[src/rtl/video_bar_ctrl.sv]
// Bar pattern controller: bus register file, frame-synchronous config load,
// auto pattern rotation, generator vertical steering and output pixel mux.
module video_bar_ctrl #(
    parameter int FRAME_HOLD = 60,
    parameter int H_SIZE     = 10,
    parameter int V_SIZE     = 10,
    parameter int H_DISPLAY  = 640,
    parameter int V_DISPLAY  = 480
) (
    input  logic              clk,
    input  logic              rst,
    input  logic [H_SIZE-1:0] hc,
    input  logic [V_SIZE-1:0] vc,
    input  logic [11:0]       src_rgb,
    output logic [H_SIZE-1:0] gen_hc,
    output logic [V_SIZE-1:0] gen_vc,
    input  logic [11:0]       bar_rgb,
    output logic [11:0]       rgb_out,
    input  logic              cs,
    input  logic              write,
    input  logic [1:0]        addr,
    input  logic [31:0]       wdata,
    output logic [31:0]       rdata
);

    // Bit layout matches the CTRL register: [3:2] mode, [1] auto, [0] enable.
    typedef struct packed {
        logic [1:0] mode;
        logic       auto_rot;
        logic       en;
    } ctrl_t;

    localparam ctrl_t             CTRL_RST = '{mode: 2'd0, auto_rot: 1'b0, en: 1'b1};
    localparam logic [7:0]        HOLD_RST = 8'(FRAME_HOLD);
    localparam logic [H_SIZE-1:0] H_DISP   = H_SIZE'(H_DISPLAY);
    localparam logic [V_SIZE-1:0] V_DISP   = V_SIZE'(V_DISPLAY);
    localparam logic [V_SIZE-1:0] VC_BAND1 = V_SIZE'(V_DISPLAY / 3);
    localparam logic [V_SIZE-1:0] VC_BAND2 = V_SIZE'((V_DISPLAY / 3) * 2);

    ctrl_t       pend_ctrl_q, pend_ctrl_d;
    ctrl_t       act_ctrl_q,  act_ctrl_d;
    ctrl_t       eff_ctrl;
    logic [7:0]  pend_hold_q, pend_hold_d;
    logic [7:0]  act_hold_q,  act_hold_d;
    logic [7:0]  hold_cnt_q,  hold_cnt_d;
    logic [7:0]  hold_max;
    logic        dirty_q,     dirty_d;
    logic [11:0] rgb_out_q,   rgb_out_d;
    logic [31:0] rdata_q,     rdata_d;
    logic        frame_start;
    logic        bus_wr;
    logic        bus_rd;
    logic        unused_wdata;

    assign frame_start  = (hc == '0) && (vc == '0);
    assign bus_wr       = cs && write;
    assign bus_rd       = cs && !write;
    assign hold_max     = (act_hold_q == 8'd0) ? 8'd0 : act_hold_q - 8'd1;
    assign unused_wdata = ^wdata[31:8];

    always_comb begin
        // NOTE: every variable gets its hold value first so no path can infer a latch.
        pend_ctrl_d = pend_ctrl_q;
        pend_hold_d = pend_hold_q;
        act_ctrl_d  = act_ctrl_q;
        act_hold_d  = act_hold_q;
        hold_cnt_d  = hold_cnt_q;
        dirty_d     = dirty_q;

        if (frame_start) begin
            if (dirty_q) begin
                act_ctrl_d = pend_ctrl_q;
                act_hold_d = pend_hold_q;
                hold_cnt_d = 8'd0;
                dirty_d    = 1'b0;
            end else if (act_ctrl_q.auto_rot) begin
                if (hold_cnt_q == hold_max) begin
                    act_ctrl_d.mode  = act_ctrl_q.mode + 2'd1;
                    pend_ctrl_d.mode = act_ctrl_q.mode + 2'd1;
                    hold_cnt_d       = 8'd0;
                end else begin
                    hold_cnt_d = hold_cnt_q + 8'd1;
                end
            end
        end

        // A bus write lands after the frame logic so it always wins in pending.
        if (bus_wr) begin
            case (addr)
                2'd0: begin
                    pend_ctrl_d = ctrl_t'(wdata[3:0]);
                    dirty_d     = 1'b1;
                end
                2'd1: begin
                    pend_hold_d = wdata[7:0];
                    dirty_d     = 1'b1;
                end
                default: ;
            endcase
        end
    end

    always_comb begin
        // The frame_start pixel already sees the settings loaded on this edge.
        eff_ctrl = frame_start ? act_ctrl_d : act_ctrl_q;

        case (eff_ctrl.mode)
            2'd0:    gen_vc = vc;
            2'd1:    gen_vc = '0;
            2'd2:    gen_vc = VC_BAND1;
            default: gen_vc = VC_BAND2;
        endcase

        if (hc >= H_DISP || vc >= V_DISP) begin
            rgb_out_d = 12'h000;
        end else if (eff_ctrl.en) begin
            rgb_out_d = bar_rgb;
        end else begin
            rgb_out_d = src_rgb;
        end

        rdata_d = rdata_q;
        if (bus_rd) begin
            case (addr)
                2'd0:    rdata_d = {28'd0, pend_ctrl_q};
                2'd1:    rdata_d = {24'd0, pend_hold_q};
                2'd2:    rdata_d = {16'd0, hold_cnt_q, 4'd0, act_ctrl_q.auto_rot,
                                    act_ctrl_q.en, act_ctrl_q.mode};
                default: rdata_d = 32'd0;
            endcase
        end
    end

    always_ff @(posedge clk or negedge rst) begin
        if (!rst) begin
            pend_ctrl_q <= CTRL_RST;
            act_ctrl_q  <= CTRL_RST;
            pend_hold_q <= HOLD_RST;
            act_hold_q  <= HOLD_RST;
            hold_cnt_q  <= 8'd0;
            dirty_q     <= 1'b0;
            rgb_out_q   <= 12'h000;
            rdata_q     <= 32'd0;
        end else begin
            // NOTE: non-blocking updates so every flop samples pre-edge values.
            pend_ctrl_q <= pend_ctrl_d;
            act_ctrl_q  <= act_ctrl_d;
            pend_hold_q <= pend_hold_d;
            act_hold_q  <= act_hold_d;
            hold_cnt_q  <= hold_cnt_d;
            dirty_q     <= dirty_d;
            rgb_out_q   <= rgb_out_d;
            rdata_q     <= rdata_d;
        end
    end

    assign gen_hc  = hc;
    assign rgb_out = rgb_out_q;
    assign rdata   = rdata_q;

endmodule

[config.mk]
export PLATFORM = sky130hd
export DESIGN_NAME = video_bar_ctrl
export DESIGN_NICKNAME = d
export VERILOG_FILES = /design/src/rtl/video_bar_ctrl.sv
export SDC_FILE = /design/constraint.sdc
export NUM_CORES = 1
export LEC_CHECK = 0
export CORE_AREA = 8 8 105 107
export DETAILED_ROUTE_END_ITERATION = 12
export DIE_AREA = 0 0 113 115
export PLACE_DENSITY = 0.73
export SETUP_SLACK_MARGIN = 0.5
export SYNTH_ARGS = -nofsm -noshare
export SYNTH_HDL_FRONTEND = slang
export SYNTH_SLANG_ARGS = --single-unit
export TNS_END_PERCENT = 20
[constraint.sdc]
create_clock -name clk -period 3.15 [get_ports clk]
set_input_delay 0.4725 -clock clk [delete_from_list [all_inputs] [get_ports clk]]
set_output_delay 0.4725 -clock clk [all_outputs]
set_load 0.02 [all_outputs]
Word level (Yosys, flattened, before mapping)
Index checks and enable logic that the tools add are counted.
{"block": "classes", "add_sub_neg": 3, "magnitude_cmp": 2, "n_eq_ne": 5, "mux": 23, "n_reduce_logical": 16}
{"op": "$pmux 16 s3", "n": 1}
{"op": "$mux 8", "n": 4}
{"op": "$pmux 10 s3", "n": 1}
{"op": "$mux 12", "n": 2}
{"op": "$logic_not 10->1", "n": 2}
{"op": "$mux 2", "n": 8}
{"op": "$mux 4", "n": 4}
{"op": "$ge 10x10->1 const B", "n": 1}
{"op": "$ge 10x9->1 const B", "n": 1}
{"op": "$add 8x1->8 const B", "n": 1}
{"op": "$eq 8x8->1", "n": 1}
{"op": "$logic_not 8->1", "n": 1}
{"op": "$reduce_and 2->1", "n": 4}
{"op": "$sub 8x1->8 const B", "n": 1}
{"op": "$eq 2x1->1 const B", "n": 2}
{"op": "$eq 2x2->1 const B", "n": 2}
{"op": "$logic_not 2->1", "n": 2}
{"op": "$logic_and 1x1->1", "n": 3}
{"op": "$mux 1", "n": 3}
{"op": "$add 2x1->2 const B", "n": 1}
{"op": "$reduce_bool 2->1", "n": 1}
{"op": "$reduce_or 2->1", "n": 1}
{"op": "$logic_not 1->1", "n": 1}
{"op": "$logic_or 1x1->1", "n": 1}
{"block": "totals", "regBits": 77, "input_bits": 82, "out_inout_bits": 64}

Depth between registers and ports, before layout
{"block": "depth", "ltp_word": 10, "ltp_mapped": 11}

Least setup slack after synthesis
OpenSTA, ideal clock, no wires.
{"block": "synth_path", "path_kind": "register to output", "startpoint": "register act_hold_q[0]", "endpoint": "output port gen_vc[5]", "arrival_ns": 3.115, "required_ns": 2.677, "setup_slack_ns": -0.438, "path_stages_with_launch": 11, "path_cell_list": "dfrtp_1 -> inv_1 -> ha_1 -> or4b_1 -> clkbuf_2 -> or3_1 -> a21oi_1 -> o2111ai_2 -> nor4b_4 -> mux2_2 -> a22oi_1"}
{"block": "synth_between", "elab_chain_len": 10, "word_cells_on_any_way": 13, "cone_classes": "add/sub (1); eq/ne (3); mux (7); reduce/logical (2)"}
{"item": "from (decl)", "line_no": "44", "source": "logic [7:0] act_hold_q, act_hold_d;"}
{"item": "from (signal assigned)", "line_no": "149", "source": "act_hold_q <= act_hold_d;"}
{"item": "$sub 8x1->8 or $logic_not 8->1 (tied branches)", "line_no": "58", "source": "assign hold_max = (act_hold_q == 8'd0) ? 8'd0 : act_hold_q - 8'd1;"}
{"item": "$mux 8 (*)", "line_no": "58"}
{"item": "$eq 8x8->1 (*)", "line_no": "77", "source": "if (hold_cnt_q == hold_max) begin"}
{"item": "$mux 2 (*)", "line_no": "77"}
{"item": "$mux 2 (*)", "line_no": "76", "source": "end else if (act_ctrl_q.auto_rot) begin"}
{"item": "$mux 2 (*)", "line_no": "71", "source": "if (dirty_q) begin"}
{"item": "$mux 4 (*)", "line_no": "70", "source": "if (frame_start) begin"}
{"item": "$mux 4 (*)", "line_no": "105", "source": "eff_ctrl = frame_start ? act_ctrl_d : act_ctrl_q;"}
{"item": "$eq 2x2->1, or another cell as far along", "line_no": "107", "source": "case (eff_ctrl.mode)"}
{"item": "$pmux 10 s3 (*)", "line_no": "107"}
{"item": "to (decl)", "line_no": "16", "source": "output logic [V_SIZE-1:0] gen_vc,"}
Every way passes the cells marked *; elsewhere a longest branch is shown, timed or not.

Worst setup path after layout
Same ends and word-level chain as after synthesis.

==> summary.txt <==
Power and ir drop
  • Switching fraction of total power: 27.68%
  • Maximum vdd drop: 0.0002412 V
  • P per Cell Area: 359.9 nW/um^2
  • Leakage power: 2.447 nW
  • Comb pwr share: 17.9%
  • Internal power: 0.001427 W
  • Clock network power share: a little under two fifths
  • Net switching power: 0.0005461 W
  • Sequential share of power: between 40 and 50%

Placed design
  • Dpl cell area: ~5000 sq um
  • # port buffers: 105
  • Hpwl dp: around 7.8 mm
  • Routability cong.: 0.8474

Clocking
  • CTS root buf: clkbuf_8
  • Num CTS Buffers: 9
  • Bufs on Longest Clock Path: 2
  • CTS Hold Buffers Added: 0
  • Clock sink total: 61
  • H-tree lvl count: 3
  • Clock-pin slew on the worst setup and hold paths: approximately 0.070 ns
  • CTS tree: yes
  • Worst-skew pair later-pin latency: 0.34 ns

Final layout
  • Syn-to-layout area delta: 53.29%
  • Most common cell after layout, fill and taps aside: clkdlybuf4s50_1
  • Share of layout cells above drive strength 1: 32.29%
  • N_diodes: 0
  • Util after Layout: 57.95%
  • Sequential Area: 1539 sq um
  • Nets: 590
  • Area of the multi-input gates: 2001 sq um
  • # fillers: 803
  • Fin area: between 5000 and 6000 sq um
  • Commonest non-fill, non-tap cells in the layout: 94 x clkdlybuf4s50_1, 57 x buf_4, 51 x dfrtp_1, 26 x nor2_1, 23 x mux2i_1

Logic synthesis
  • EDFF count, synth: 0
  • Synthesized area per cell: 9.961 sq um
  • YS warnings: 0
  • Seq cells post-synth: 61
  • Cell area after synthesis: 3576 sq um
  • Post-synth ARST share: 100.0%
  • Sequential fraction of the synthesis area: 43.04%
  • Cells after Synth: 359
  • Synth cell types: between 60 and 70
  • Most used DFF post-synth: dfrtp_1

Detailed routing
  • 1st-iter DRT viols: 139
  • Drt wl/cell: 16.32 um
  • WL final: 10.20 mm
  • Final ANT Viol Nets: 0
  • Vias after detailed routing: 3,239
  • Via/cell ratio: 5.182
  • TritonRoute pass-1 iters: 4
  • DRC viols: 0

Floorplan
  • Initial core utilization: 37.80%
  • Core Area: about 9500 sq um
  • DIE WIDTH: 113 um
  • Io pins: 146
  • Die Ht: 115 um
  • DIE AREA: 13,000 sq um
  • FP Rows: 36

Outcome
  • Failing checks: negative setup slack
  • Outcome: finished, violations left

Timing
  • # setup viols final: 10
  • Final Hold Viols: 0
  • Setup WS post-layout: -0.5219 ns
  • RSZ-0062 raised after global routing: true
  • Slew headroom: 32.69%
  • Skew final: 0.009073 ns
  • Period utilization: 116.6%
  • Worst-margin pin slew: roughly 1 ns
  • Max Slew Vio Count: 0
  • Tmin final: 3.672 ns
  • FMAX: 272.3 MHz

Global routing
  • Largest net degree at the start of global routing: 48
  • Initial antenna violation count: 0
  • GR Util All Layers: between 10% and 20%
  • First-pass GRT wire length: 16.69 mm
  • GRT overflow: 0
  • Vias in the first global route: about 3,500

Worst setup path
  • Critical Path RT: about 2.7 ns
  • Arr. time, crit path: 3.20 ns
  • CP endpoint kind: output port
  • Largest stage delay, worst path: 0.50 ns
  • Crit-path slowest cell: or4b_4
  • Crit-path cells: inv_2, ha_4, or4b_4, buf_6, o41ai_2, o31ai_4, nor4b_4, buf_4, mux2_4, a22oi_2, buf_6
  • Crit-path leading delay family: simple AND/OR/NAND/NOR gates
  • Crit-path most repeated cell: buf_6
  • Critical Path Fanout Max: 4
  • Crit Path Class: reg2out
  • Element type at the critical path start: flop
  • CP bufs+invs: 4

Run
  • Max-Cap Viols: 0

Min path
  • Min-delay worst type: in2async
## metrics by stage
| stage | hold WS [ns] | total power, W | setup WS [ns] | TNS [ns] | cells |
|---|---|---|---|---|---|
| 6_report | 0.3081 | 0.001973 | -0.5219 | -4.950 | 625 |
| 5_1_grt | 0.3939 | 0.002070 | -0.6722 | -6.591 | 625 |
| 4_1_cts | 0.3144 | 0.001996 | -0.6468 | -6.262 | 623 |
| 3_5_place_dp | 0.4742 | 0.001248 | -0.7189 | -6.832 | 602 |
| 3_3_place_gp | 0.4666 | 0.001237 | -0.6676 | -6.331 | 602 |
| 2_1_floorplan | 0.1769 | 0.001069 | -0.1541 | -1.211 | 374 |
## final cells by class
type                       count  share of cell area (%)
multi-input combinational    255                   36.50
clock inverter                 6                   1.278
sequential                    61                   28.08
tap                          114                   2.602
inverter                      12                  0.8217
clock buffer                  10                   2.511
timing repair buffer         167                   28.21
## power groups by stage
stage / combinational, W / sequential (W) / clock (W)
after floorplan: 0.000152 / 0.000917 / 0
after global placement: 0.000338 / 0.000899 / 0
after detailed placement: 0.000345 / 0.000903 / 0
after CTS: 0.000350 / 0.000889 / 0.000758
after global routing: 0.000383 / 0.000897 / 0.000790
final: 0.000353 / 0.000889 / 0.000731
## cell usage after synthesis (3+ instances only)
cell type | n | area [sq um]
nand2_1 | 17 | 63.81
mux2_2 | 18 | 202.7
o31ai_1 | 5 | 37.54
o21ai_0 | 19 | 95.09
mux2i_1 | 23 | 230.2
or3_1 | 4 | 25.02
xnor2_1 | 3 | 26.28
nor3_1 | 6 | 30.03
buf_4 | 26 | 195.2
a22o_1 | 13 | 113.9
nand3_1 | 6 | 30.03
nor4_1 | 7 | 43.79
nor2_1 | 27 | 101.4
a21oi_1 | 12 | 60.06
dfstp_2 | 10 | 262.8
a32o_1 | 4 | 40.04
inv_1 | 12 | 45.04
nand4_1 | 3 | 18.77
dfrtp_1 | 51 | 1276
a31o_2 | 3 | 26.28
nor2b_1 | 9 | 56.30
and3_1 | 5 | 31.28
and2_1 | 7 | 43.79
clkbuf_1 | 16 | 60.06
## registers in the layout (all words and copies together) (netlist names), named ones only
register and cells:
rgb_out 12, hold_cnt_q 8, dirty_q 1, pend_hold_q 8
act_hold_q 8, rdata 16, pend_ctrl_q 4, act_ctrl_q 2
## per-layer routing
| metal | vias up | track usage (%) | part of all wire [%] |
|---|---|---|---|
| met1 | 1548 | 17.43 | 40 |
| met2 | 116 | 27.22 | 49 |
| li1 | 1562 | - | - |
| met5 | - | 0 | 0 |
| met3 | 13 | 7.248 | 9.9 |
| met4 | 0 | 4.796 | 1.5 |
## cells by family after synthesis
group	Yosys count	synth area share, %
other cells	1	0.1049
mux	42	12.42
xor+xnor	5	1.225
buf+inv	58	8.922
simple gates	110	17.39
fa+ha+maj	2	0.6997
flops	61	43.04
compound gates	80	16.20
## repair_timing
action	in CTS	in global routing
pin swaps	21	29
setup buffers	5	2
setup endpoints to repair	29	34
resized for setup	79	27
## path summary, 6_finish.rpt
path / from / endpoint / slack [ns] / cells past startpoint
worst min-delay path: rst / rgb_out[11] / 0.31 / 1
worst min register to register: rdata[2] / rdata[2] / 0.49 / 2
max in group asynchronous: rst / rdata[9] / 2.06 / 2
min in group clk: rdata[2] / rdata[2] / 0.49 / 2
worst max register to register: act_hold_q[0] / hold_cnt_q[2] / 0.18 / 14
worst max-delay path: act_hold_q[0] / gen_vc[5] / -0.52 / 11
Note: power is estimated with default switching activity, not from simulation.
